===== config.mk =====
export PLATFORM = sky130hd
export DESIGN_NAME = spm_mult
export DESIGN_NICKNAME = d
export VERILOG_FILES = /design/src/rtl/spm_pkg.sv /design/src/rtl/spm_mult_cell.sv /design/src/rtl/spm_mult.sv
export SDC_FILE = /design/constraint.sdc
export NUM_CORES = 1
export LEC_CHECK = 0
export ABC_AREA = 1
export CORE_AREA = 2 2 81 83
export CTS_BUF_LIST = sky130_fd_sc_hd__clkbuf_8
export DETAILED_ROUTE_END_ITERATION = 6
export DIE_AREA = 0 0 83 85
export PLACE_DENSITY_LB_ADDON = 0.15
export SLEW_MARGIN = 10
export SYNTH_ARGS = -nofsm -noshare
export SYNTH_HDL_FRONTEND = slang
export SYNTH_SLANG_ARGS = --single-unit

===== constraint.sdc =====
create_clock -name clk -period 2.5 [get_ports clk]
set_clock_uncertainty 0.2 [all_clocks]
set_input_delay 0.5 -clock clk [delete_from_list [all_inputs] [get_ports clk]]
set_output_delay 0.5 -clock clk [all_outputs]
set_load 0.02 [all_outputs]

===== src/rtl/spm_pkg.sv =====
// -----------------------------------------------------------------------------
// spm_pkg -- shared types and constants for the serial-parallel multiplier.
//
// Contents:
//   spm_state_t    control FSM state encoding (IDLE, LOAD, RUN, FIN)
//   clog2()        ceiling log2, used to size the product-bit counter
//   SPM_MAX_WIDTH  largest legal operand width
//   SPM_SIGNED     1 when built with SPM_MULT_SIGNED_EN (two's complement
//                  operands), 0 for the default unsigned build
// -----------------------------------------------------------------------------
package spm_pkg;

   typedef enum logic [1:0] {
      IDLE = 2'd0,
      LOAD = 2'd1,
      RUN  = 2'd2,
      FIN  = 2'd3
   } spm_state_t;

   localparam int SPM_MAX_WIDTH = 32;

`ifdef SPM_MULT_SIGNED_EN
   localparam bit SPM_SIGNED = 1'b1;
`else
   localparam bit SPM_SIGNED = 1'b0;
`endif

   function automatic int clog2(input int value);
      int r;
      r = 0;
      while ((1 << r) < value) r++;
      return r;
   endfunction

endpackage


===== src/rtl/spm_mult_cell.sv =====
// -----------------------------------------------------------------------------
// spm_csa_cell -- one bit-slice of the serial-parallel multiplier chain.
//
// Forms the partial product i_x & i_y, adds it to the sum arriving from the
// next-more-significant slice and to this slice's own carry, and registers the
// new sum and carry. The registered sum is handed to the next-less-significant
// slice.
//
// Parameter IS_MSB marks the most significant slice. In the signed build
// (SPM_MULT_SIGNED_EN) that slice is the TCMP cell: its partial-product stream
// is negated serially (copy bits up to and including the first 1, invert the
// rest), which gives x's sign bit its negative weight. In the unsigned build
// every slice is a plain carry-save adder.
//
// Ports:
//   clk, rst   clock, asynchronous active-high reset
//   i_clr      synchronous clear of sum/carry/negation state (new operation)
//   i_en       advance one step (consume one multiplier bit)
//   i_x        multiplicand bit held by this slice
//   i_y        current serial multiplier bit
//   i_sum_in   registered sum of the next-more-significant slice
//   o_sum      this slice's registered sum
// -----------------------------------------------------------------------------
module spm_csa_cell
   import spm_pkg::*;
#(
   parameter bit IS_MSB = 1'b0
) (
   input  logic clk,
   input  logic rst,
   input  logic i_clr,
   input  logic i_en,
   input  logic i_x,
   input  logic i_y,
   input  logic i_sum_in,
   output logic o_sum
);

   logic       r_sum;
   logic       r_carry;
   logic       r_neg;     // serial negation: set once a 1 has passed through
   logic       w_pp_raw;
   logic       w_pp;
   logic [1:0] w_add;

   assign w_pp_raw = i_x & i_y;
   assign w_pp     = (IS_MSB && SPM_SIGNED) ? (w_pp_raw ^ r_neg) : w_pp_raw;
   assign w_add    = {1'b0, w_pp} + {1'b0, i_sum_in} + {1'b0, r_carry};

   always_ff @(posedge clk or posedge rst) begin
      if (rst) begin
         r_sum   <= 1'b0;
         r_carry <= 1'b0;
         r_neg   <= 1'b0;
      end else if (i_clr) begin
         r_sum   <= 1'b0;
         r_carry <= 1'b0;
         r_neg   <= 1'b0;
      end else if (i_en) begin
         r_sum   <= w_add[0];
         r_carry <= w_add[1];
         r_neg   <= r_neg | w_pp_raw;
      end
   end

   assign o_sum = r_sum;

endmodule


===== src/rtl/spm_mult.sv =====
// -----------------------------------------------------------------------------
// spm_mult -- parametrised serial-parallel multiplier.
//
// x is held in parallel across a chain of WIDTH carry-save cells; y is shifted
// in LSB first and one product bit leaves the least significant cell per
// cycle. A full 2*WIDTH-bit product is assembled in an accumulator.
//
// Build option: define SPM_MULT_SIGNED_EN for two's complement operands and
// product (y is sign-extended after its WIDTH bits, the MSB cell is TCMP).
// Default build is unsigned with zero fill.
//
// Handshake: start is accepted on a rising edge where busy is low (IDLE or the
// FIN cycle); x and y are latched on that edge and busy rises in the next
// cycle. start while busy is high is ignored. done pulses for one cycle, with
// busy low, and product is valid from that cycle until the next done.
//
// Ports:
//   clk, rst          clock, asynchronous active-high reset
//   start             request
//   x, y              operands, latched on an accepted start
//   busy              operation in progress (LOAD and RUN)
//   done              one-cycle completion pulse (FIN)
//   product           2*WIDTH-bit result, held until the next done
//   prod_bit          serial product bit, LSB first
//   prod_bit_vld      qualifies prod_bit, 2*WIDTH cycles per operation
// -----------------------------------------------------------------------------
module spm_mult
   import spm_pkg::*;
#(
   parameter int WIDTH = 8
) (
   input  logic                 clk,
   input  logic                 rst,
   input  logic                 start,
   input  logic [WIDTH-1:0]     x,
   input  logic [WIDTH-1:0]     y,
   output logic                 busy,
   output logic                 done,
   output logic [2*WIDTH-1:0]   product,
   output logic                 prod_bit,
   output logic                 prod_bit_vld
);

   localparam int PW    = 2 * WIDTH;
   localparam int CNT_W = clog2(2 * WIDTH) + 1;
   localparam logic [CNT_W-1:0] LAST_CNT = CNT_W'(PW - 1);

   if (WIDTH < 2 || WIDTH > SPM_MAX_WIDTH) begin : g_bad_width
      $error("spm_mult: WIDTH out of range");
   end

   spm_state_t       r_state;
   spm_state_t       w_next;
   logic [WIDTH-1:0] r_x;
   logic [WIDTH-1:0] r_y_sh;
   logic [CNT_W-1:0] r_cnt;
   logic [PW-2:0]    r_acc;      // bits 0..PW-2; the last bit joins at FIN entry
   logic [PW-1:0]    r_product;
   logic [WIDTH:0]   w_sum;      // w_sum[i] = registered sum of cell i
   logic             w_accept;
   logic             w_cell_en;
   logic             w_last;
   logic             w_fill;

   assign w_accept  = start && ((r_state == IDLE) || (r_state == FIN));
   // Cells step in LOAD as well, so the first product bit is already waiting
   // in cell 0 when RUN begins.
   assign w_cell_en = (r_state == LOAD) || (r_state == RUN);
   assign w_last    = (r_state == RUN) && (r_cnt == LAST_CNT);
   // After WIDTH shifts y_sh holds only fill bits: zeros, or copies of y's
   // sign bit in the signed build.
   assign w_fill    = SPM_SIGNED ? r_y_sh[WIDTH-1] : 1'b0;

   // ---------------- control FSM ----------------
   always_ff @(posedge clk or posedge rst) begin
      if (rst) r_state <= IDLE;
      else     r_state <= w_next;
   end

   always_comb begin
      w_next       = r_state;
      busy         = 1'b0;
      done         = 1'b0;
      prod_bit_vld = 1'b0;
      case (r_state)
         IDLE: begin
            if (start) w_next = LOAD;
         end
         LOAD: begin
            busy   = 1'b1;
            w_next = RUN;
         end
         RUN: begin
            busy         = 1'b1;
            prod_bit_vld = 1'b1;
            if (r_cnt == LAST_CNT) w_next = FIN;
         end
         FIN: begin
            done   = 1'b1;
            w_next = start ? LOAD : IDLE;
         end
         default: w_next = IDLE;
      endcase
   end

   // ---------------- datapath ----------------
   always_ff @(posedge clk or posedge rst) begin
      if (rst) begin
         r_x       <= '0;
         r_y_sh    <= '0;
         r_cnt     <= '0;
         r_acc     <= '0;
         r_product <= '0;
      end else begin
         if (w_accept) begin
            r_x    <= x;
            r_y_sh <= y;
            r_acc  <= '0;
         end else begin
            if (w_cell_en) r_y_sh <= {w_fill, r_y_sh[WIDTH-1:1]};
            if (r_state == RUN) r_acc <= {w_sum[0], r_acc[PW-2:1]};
         end

         if (r_state == LOAD)     r_cnt <= '0;
         else if (r_state == RUN) r_cnt <= r_cnt + 1'b1;

         // Final bit is the one on prod_bit this cycle; product is therefore
         // complete and stable throughout the FIN (done) cycle.
         if (w_last) r_product <= {w_sum[0], r_acc};
      end
   end

   // ---------------- cell chain ----------------
   assign w_sum[WIDTH] = 1'b0;

   for (genvar i = 0; i < WIDTH; i++) begin : g_cell
      spm_csa_cell #(
         .IS_MSB (i == WIDTH - 1)
      ) u_cell (
         .clk      (clk),
         .rst      (rst),
         .i_clr    (w_accept),
         .i_en     (w_cell_en),
         .i_x      (r_x[i]),
         .i_y      (r_y_sh[0]),
         .i_sum_in (w_sum[i+1]),
         .o_sum    (w_sum[i])
      );
   end

   assign product  = r_product;
   assign prod_bit = prod_bit_vld & w_sum[0];

endmodule


# After elaboration in Yosys (flattened, before gate mapping)
# Cells that the tools add are included.
# classes
addsub	16
n_eq_ne	6
mux	45
bitwise	9
n_reduce_logical	10
# ops
operator	n
$mux W1	36
$mux W15	2
$add A1 B1 Y2	8
$mux W8	2
$add A2 B1 Y2	7
$mux W5	2
$and A1 B1 Y1	9
$pmux W2 S4	1
$reduce_bool A2 Y1	3
$add A5 B1 Y5 const B	1
$eq A5 B4 Y1 const B	1
$eq A2 B2 Y1 const B	2
$mux W2	2
$ne A2 B2 Y1 const B	2
$eq A2 B1 Y1 const B	1
$logic_and A1 B1 Y1	2
$logic_not A2 Y1	1
$logic_or A1 B1 Y1	2
$reduce_and A2 Y1	1
$reduce_or A2 Y1	1
# totals
regBits	70
in_bits	19
out_inout_bits	20
elab_cells	108

# Logic depth before layout (Yosys ltp)
# Gate-level depths: netlist of run 1.
# depth
word_depth	5
ltp_mapped	9
mapped_depth_nobuf	9

# Modules after synthesis
# From an unflattened synthesis of run 1, not the netlist that was laid out.
# hier_totals
cells_unflattened	363
hier_area_um2	3286.9
# by_module_without_submodules
mod	instances	cells_each	area_per_inst_um2	seq_area_each_um2
spm_mult	1	251	2356.0	1351.3
spm_csa_cell	8	14	116.4	50.0

# Worst setup path after synthesis of run 1
# OpenSTA, ideal clock, no wires.
# synth_path
path_type	register to output
start	register r_state[0]
end	output port prod_bit
t_arrival_ns	1.069
t_required_ns	1.800
setup_slack_ns	0.731
stages_incl_launch_ff	5
n_path_buf	0
path_cell_list	dfrtp_1 -> inv_1 -> ha_1 -> nand2_1 -> inv_2
# synth_between
elab_chain_len	3
# synth_rtl
element	line_no	rtl
start, declared	spm_mult.sv:52	spm_state_t r_state;
start signal, assigned	spm_mult.sv:77	else r_state <= w_next;
$eq A2 B2 Y1	spm_mult.sv:85	case (r_state)
$mux W1	spm_mult.sv:85	
named net prod_bit_vld	spm_mult.sv:41	output logic prod_bit_vld
$and A1 B1 Y1	spm_mult.sv:152	assign prod_bit = prod_bit_vld & w_sum[0];
end, declared	spm_mult.sv:40	output logic prod_bit,
# The timed path passes the listed nets, and every way through them passes these cells.

# Worst setup path after layout of run 1
# layout_path
start	register r_state[1]
end	output port busy
# layout_between
elab_chain_len	3
word_cells_on_any_way	4
classes_between	eq/ne (2); mux (1); reduce/logical (1)
# layout_rtl
element	line_no	rtl
$eq A2 B2 Y1 or $eq A2 B1 Y1 (tied branches)	spm_mult.sv:85	
$reduce_or A2 Y1 (no source line) (*)	n/a	
$mux W1 (*)	spm_mult.sv:85	
end, declared	spm_mult.sv:37	output logic busy,
# Mark *: on every way between the ends. The rest lies on a longest branch, timed or not.

==> summary.md, run 1 <==
| Metric | Value |
|---|---|
| Initial core utilization | 50.2% |
| Die area | 7060 µm² |
| Outcome | completed |
| Clock root buffer | clkbuf_8 |
| GRT busiest layer | met2 |
| Slew Viols, Final | 0 |
| Netlist Area Pre-Place | 3110 µm² |
| CTS tree | yes |
| Sw Ratio | 39.2% |
| Post-Synthesis Cells | 313 |
| Final-stage net count | 386 |
| CTS Sinks | 70 |
| Psw | 1660 µW |
| Hold WC Path Type | register to register |
| Maximum clock frequency | 433 MHz |
| Internal power | 2570 µW |
| Netlist cell types | 27 |
| Met1 GRT Util | 22.8% |
| Num rows | 29 |
| Synth Area per Inst | 9.95 µm² |
| Net Count, Synth | 347 |
| Cts bufs inserted | 9 |
| Half-perimeter wire length after placement | 3520 µm |
| Critical path class | register to primary output |
| First-pass GRT wire length | 9800 µm |
| VDD IR max | 0.622 mV |
| Final hold vios | 0 |
| First DRT Iteration DRCs | 117 |
| Die Ht | 85 µm |
| Routed wire length per instance | 12.8 µm |
| Final GP Congestion | 0.691 |
| RSZ-0062 raised after global routing | false |
| WP data required | 1800 ps |
| FILL cells | 543 |
| Ant diodes | 0 |
| GRT Util Overall | 17.4% |
| H-tree Lvls | 3 |
| PortBufs | 38 |
| Setup TNS | 0 ps |
| Clock Latency Late Sink | 340 ps |
| Crit end category | primary output |
| Sequential Power Share | 40.3% |
| Final Cycle Share | 92.5% |
| Vias/cell | 4.93 |
| Vias | 2134 |
| Clk buf depth | 2 |
| Met3 GRT Util | 3.31% |
| Share of layout cells above drive strength 1 | 10.4% |
| Initial antenna violation count | 0 |
| Num ports | 39 |
| Crit path DAT | 1610 ps |
| Number of remaining DRC errors | 0 |
| Cell Count, Final, Fillers Out | 433 |
| Setup violators final | 0 |
| Grt ovf | 0 |
| Area grow syn2layout | 19.4% |
| Post-Route WL | 5560 µm |
| Combinational fraction of design power | 38.9% |
| Vias in the first global route | 2084 |
| Clock-pin slew on the worst setup and hold paths | 70 ps |
| GR Util met2 | 28.7% |
| Register area share after synthesis | 56.2% |
| Crit Path Max Fanout | 4 |
| Drt first pass iters | 4 |
| Placed Cells | 418 |
| Die width | 83 µm |
| Largest net degree at the start of global routing | 71 |
| Power density cells | 1140 nW/µm² |
| Syn. warnings | 0 |
| Post-DRT Antenna Nets | 0 |
| Max-cap viol count | 0 |
| Seq cells post-synth | 70 |
| Startpoint types | register |
| Clock share of power | 20.8% |
| Slew at the pin closest to its max-slew limit | 364 ps |
| Min Tclk post-route | 2310 ps |
| Leakage power | 0.00187 µW |
| Core box area | 6200 µm² |
| Worst rel slew slack | 75.7% |
| Cts hold-fix bufs | 0 |
-- cell type report --
class	instances	area [µm²]	share of cell area, %
multi-input combinational	192	1110	29.9
sequential	70	1750	47.1
inverter	36	139	3.73
timing repair buffer	43	430	11.6
clock inverter	5	51.3	1.38
tap	77	96.3	2.59
clock buffer	10	138	3.70
-- stage by stage --
| step | hold WS (ps) | util, % | power [µW] | cell area [µm²] | setup slack, ps |
|---|---|---|---|---|---|
| after detailed placement | 268 | 56.9 | 3410 | 3530 | 266 |
| after floorplan | 249 | - | 3050 | 3110 | 31.8 |
| after global placement | 263 | 56.9 | 3340 | 3530 | 304 |
| after CTS | 286 | 59.9 | 4300 | 3720 | 35.7 |
| after global routing | 309 | 59.9 | 4600 | 3720 | 85.1 |
| final | 282 | 59.9 | 4240 | 3720 | 188 |
-- worst max-delay path, stage by stage (launching register included) --
cell and delay (ps):
dfrtp_1 420, inv_1 110, ha_1 390, dlygate4sd2_1 360
-- sequential cells by signal, summed over array words and instances (netlist names) --
register	cells
r_y_sh	8
r_cnt	5
r_x	8
g_cell.u_cell.r_carry	8
product	16
g_cell.u_cell.o_sum	8
r_state	2
r_acc	15
-- layer usage --
layer / part of all wire, % / wire [µm] / up-vias
li1: - / - / 1076
met1: 48 / 2680 / 1010
met2: 47 / 2620 / 39
met3: 3.1 / 170 / 9
met4: 1.8 / 100 / 0
met5: 0 / 0 / -
-- power by group through the flow --
stage          clock network [µW]  registers (µW)  logic [µW]
6_report                      881            1710        1650
5_1_grt                       954            1760        1890
4_1_cts                       897            1710        1690
3_5_place_dp                    0            1730        1690
3_3_place_gp                    0            1710        1630
2_1_floorplan                   0            1680        1370
-- path summary, 6_finish.rpt --
path	from	end	slack, ps	cells after the start
max in group asynchronous	rst	g_cell[6].u_cell.r_carry$_DFFE_PP0P_	1460	3
min reg2reg	r_x[3]$_DFFE_PP0P_	r_x[3]$_DFFE_PP0P_	280	2
max	r_state[1]$_DFFE_PP0P_	busy	190	3
min	r_x[3]$_DFFE_PP0P_	r_x[3]$_DFFE_PP0P_	280	2
min in group asynchronous	rst	product[4]$_DFFE_PP0P_	350	3
max reg2reg	r_state[0]$_DFFE_PP0P_	product[7]$_DFFE_PP0P_	530	7
-- synthesized netlist by cell type --
cell      count  area share (%)
nand2_1      81             9.8
dfrtp_1      70              56
o21ai_1      33             5.3
inv_1        31             3.7
a22o_1       15             4.2
a21oi_1      14             2.2
nand2_2       9             1.8
nand3_1       9             1.4
ha_1          8             3.2
nor2_1        8            0.96
buf_2         7             1.1
fa_1          7             4.5
buf_6         3             1.1
inv_2         3            0.36
buf_4         2            0.48
clkbuf_1      2            0.24
a22oi_2       1            0.40
buf_12        1            0.64
clkinv_2      1            0.16
inv_4         1            0.20
mux2i_1       1            0.32
nand2_4       1            0.36
nor2_4        1            0.36
nor3_1        1            0.16
o21bai_1      1            0.24
o22ai_1       1            0.20
or2_1         1            0.20
-- cells by family after synthesis --
family / share of synthesized area, %
AND/OR/NAND/NOR: 15.1
flip-flops: 56.2
AO/OA/AOI/OAI: 12.6
buffers and inverters: 8.04
adder cells (fa/ha/maj): 7.71
multiplexers: 0.321
-- layout by cell type, fill, tap and decap left out, drive strengths merged, types with 2 or more instances in the layout --
cell type	count
a21oi	14
a22o	15
buf	5
clkbuf	10
clkdlybuf4s50	35
clkinv	3
dfrtp	70
dlygate4sd2	2
fa	7
ha	8
inv	36
nand2	91
nand3	9
nor2	9
o21ai	33
-- repair_timing --
action                     CTS  global route
setup endpoints to repair    2             1
gates resized for setup      2             1
setup buffers                0             0
pin swaps                    0             0
No activity file was read; power rests on OpenSTA's default activity.
==> inputs of run 2 (changes only) <==
ABC_AREA = unset   (was 1)
CORE_AREA = 2 2 77 79   (was 2 2 81 83)
DIE_AREA = 0 0 79 81   (was 0 0 83 85)
DONT_BUFFER_PORTS = 1   (was unset)
SKIP_LAST_GASP = 1   (was unset)
==> run 2 against run 1 <==
Net effect: core utilization up 1.4 points; largest power group unchanged; global-route usage up 0.89 points; area after synthesis rose by 1.6%; critical endpoint unchanged; maximum frequency up 0.87%; synthesized cell count fell by 16%; combinational power fell by 16%; non-clock buffer count fell by 35.
==> summary.md, run 2 <==
| Metric | Value |
|---|---|
| Startpoint types | register |
| Clock root buffer | clkbuf_8 |
| First DRT Iteration DRCs | 71 (-39%) |
| Initial core utilization | 55.7% (+5.5 points) |
| RSZ-0062 raised after global routing | false |
| Slew Viols, Final | 0 (unchanged) |
| Synth top area share | 55.4% (-0.87 points) |
| Routed wire length per instance | 14.4 µm (+12%) |
| Share of layout cells above drive strength 1 | 19.3% (+8.9 points) |
| Hold WC Path Type | input pin to register |
| Initial antenna violation count | 0 (unchanged) |
| Num ports | 39 (unchanged) |
| FILL cells | 469 (-14%) |
| Vias/cell | 5.13 (+4.2%) |
| Post-Synthesis Cells | 264 (-16%) |
| Die area | 6400 µm² (-9.3%) |
| Area grow syn2layout | 9.97% |
| WP data required | 1800 ps (about the same) |
| Leakage power | 0.00170 µW (-9.5%) |
| Die width | 79 µm (-4.8%) |
| Core Util, Final | 61.3% (+1.4 points) |
| Seq cells post-synth | 70 (unchanged) |
| Ant diodes | 0 (unchanged) |
| Half-perimeter wire length after placement | 3320 µm (-5.9%) |
| Cts bufs inserted | 9 (unchanged) |
| Outcome | completed |
| Max reg flops | 16 (unchanged) |
| VDD IR max | 0.749 mV (+20%) |
| Post-synth top flop | dfrtp_1 |
| Netlist Area Pre-Place | 3160 µm² (+1.6%) |
| Final Cycle Share | 91.7% (-0.80 points) |
| CTS tree | yes |
| Power density cells | 1180 nW/µm² (+3.4%) |
| Grt ovf | 0 (unchanged) |
| FF+latch area | 1750 µm² (unchanged) |
| GRT Util Overall | 18.3% (+0.89 points) |
| Top post-synthesis cells by area | dfrtp_1 55%, mux2_2 7.5%, mux2i_1 7.3% |
| Commonest non-fill, non-tap cell in the layout | dfrtp_1 |
| Core box area | 5680 µm² (-8.5%) |
| Most numerous cell in the Yosys netlist | dfrtp_1 |
| Post-Route WL | 5020 µm (-9.8%) |
| Post-synth EDFFs | 0 (unchanged) |
| H-tree Lvls | 3 (unchanged) |
| Multi-input logic area | 1290 µm² (+16%) |
| PortBufs | 0 (-100%) |
| Setup TNS | 0 ps (unchanged) |
| Largest net degree at the start of global routing | 39 (-45%) |
| Drt first pass iters | 4 (unchanged) |
| Syn. warnings | 0 (unchanged) |
| Net Count, Synth | 298 (-14%) |
| Clk buf depth | 2 (unchanged) |
| Crit end category | primary output |
| Clock-pin slew on the worst setup and hold paths | 80 ps (about the same) |
| Post-CTS setup buffer count | 0 (unchanged) |
| Final-stage net count | 303 (-22%) |
| Final hold vios | 0 (unchanged) |
| CTS Sinks | 70 (unchanged) |
| Crit Path Max Fanout | 38 (+34) |
| Die Ht | 81 µm (-4.7%) |
| Critical path class | register to primary output |
| Vias | 1792 (-16%) |
| Register area share after synthesis | 55.4% (-0.87 points) |
| Area leader, netlist | dfrtp_1 |
| Netlist cell types | 28 (+3.7%) |
| Synth top cells by count | 70 x dfrtp_1, 42 x nand2_1, 26 x o21ai_0, 23 x mux2i_1, 21 x mux2_2 |
| Most frequent cells in the layout | 70 x dfrtp_1, 42 x nand2_1, 26 x o21ai_0 |
| Crit path DAT | 1590 ps (-20 ps) |
| Post-DRT Antenna Nets | 0 (unchanged) |
| Worst rel slew slack | 67.2% (-8.5 points) |
| Post-synth ARST share | 100% (unchanged) |
| Setup violators final | 0 (unchanged) |
| Number of remaining DRC errors | 0 (unchanged) |
| Synth Area per Inst | 12.0 µm² (+20%) |
| Max-cap viol count | 0 (unchanged) |
| Final GP Congestion | 0.702 (+1.6%) |
| Slew at the pin closest to its max-slew limit | 491 ps (+127 ps) |
| Num rows | 28 (-3.4%) |
| Maximum clock frequency | 436 MHz (+0.87%) |
| Vias in the first global route | 1908 (-8.4%) |
| First-pass GRT wire length | 8910 µm (-9.1%) |
| Clock Latency Late Sink | 340 ps (about the same) |
| Min Tclk post-route | 2290 ps (-20.0 ps) |
-- run 2: per-layer routing --
layer / GRT usage, % / wire length, µm / share of wire [%]
met1: 23.4 / 2430 / 48
met2: 28.9 / 2270 / 45
met3: 5.11 / 206 / 4.1
met4: 9.31 / 107 / 2.1
met5: 0 / 0 / 0
-- run 2: area by class of cell --
class | instances | area share [%]
Clock buffer | 9 | 3.56
Clock inverter | 7 | 3.49
Inverter | 6 | 0.647
Multi-Input combinational cell | 174 | 37.1
Sequential cell | 70 | 50.4
Tap cell | 75 | 2.70
Timing Repair Buffer | 8 | 2.16
-- run 2: worst paths after layout --
| kind | from | to | slack [ps] | cells past startpoint |
|---|---|---|---|---|
| max reg2reg | r_state[1]$_DFFE_PP0P_ | r_cnt[3]$_DFFE_PP0P_ | 390 | 6 |
| min | start | g_cell[6].u_cell.o_sum$_DFFE_PP0P_ | 60 | 1 |
| min reg2reg | r_cnt[3]$_DFFE_PP0P_ | r_cnt[3]$_DFFE_PP0P_ | 280 | 1 |
| max in group asynchronous | rst | g_cell[5].u_cell.o_sum$_DFFE_PP0P_ | 1310 | 3 |
| min in group asynchronous | rst | r_x[0]$_DFFE_PP0P_ | 300 | 2 |
| max | r_state[1]$_DFFE_PP0P_ | busy | 210 | 3 |
-- run 2: repair_timing --
| action | 4_1_cts | 5_1_grt |
|---|---|---|
| resized for setup | 0 | 0 |
| hold buffers | 1 | 0 |
| hold endpoints to repair | 30 | 0 |
-- run 2: cells by family after synthesis --
group / share of synthesized area, %
multiplexers: 16.7
adder cells (fa/ha/maj): 7.59
AND/OR/NAND/NOR: 10.7
flip-flops: 55.4
buffers and inverters: 3.84
AO/OA/AOI/OAI: 5.85
-- run 2: metrics by stage --
stage | cell area [µm²] | hold slack [ps] | setup slack (ps) | cells | total power [µW]
2_1_floorplan | 3160 | 237 | 31.8 | 264 | 2810
6_report | 3480 | 63.1 | 208 | 349 | 4100
3_5_place_dp | 3220 | 91.9 | 392 | 332 | 3040
3_3_place_gp | 3220 | 89.6 | 430 | 332 | 3010
5_1_grt | 3480 | 37.0 | 88.4 | 349 | 4440
4_1_cts | 3480 | 48.5 | 189 | 349 | 4150
-- run 2: where the power goes --
part	internal, µW	switching [µW]
sequential	1420	199
combinational	565	815
clock	667	434
-- run 2: worst max-delay path: stages (launching register included) --
cell and delay [ps]:
dfrtp_1 400, inv_1 110, ha_1 350, buf_4 390
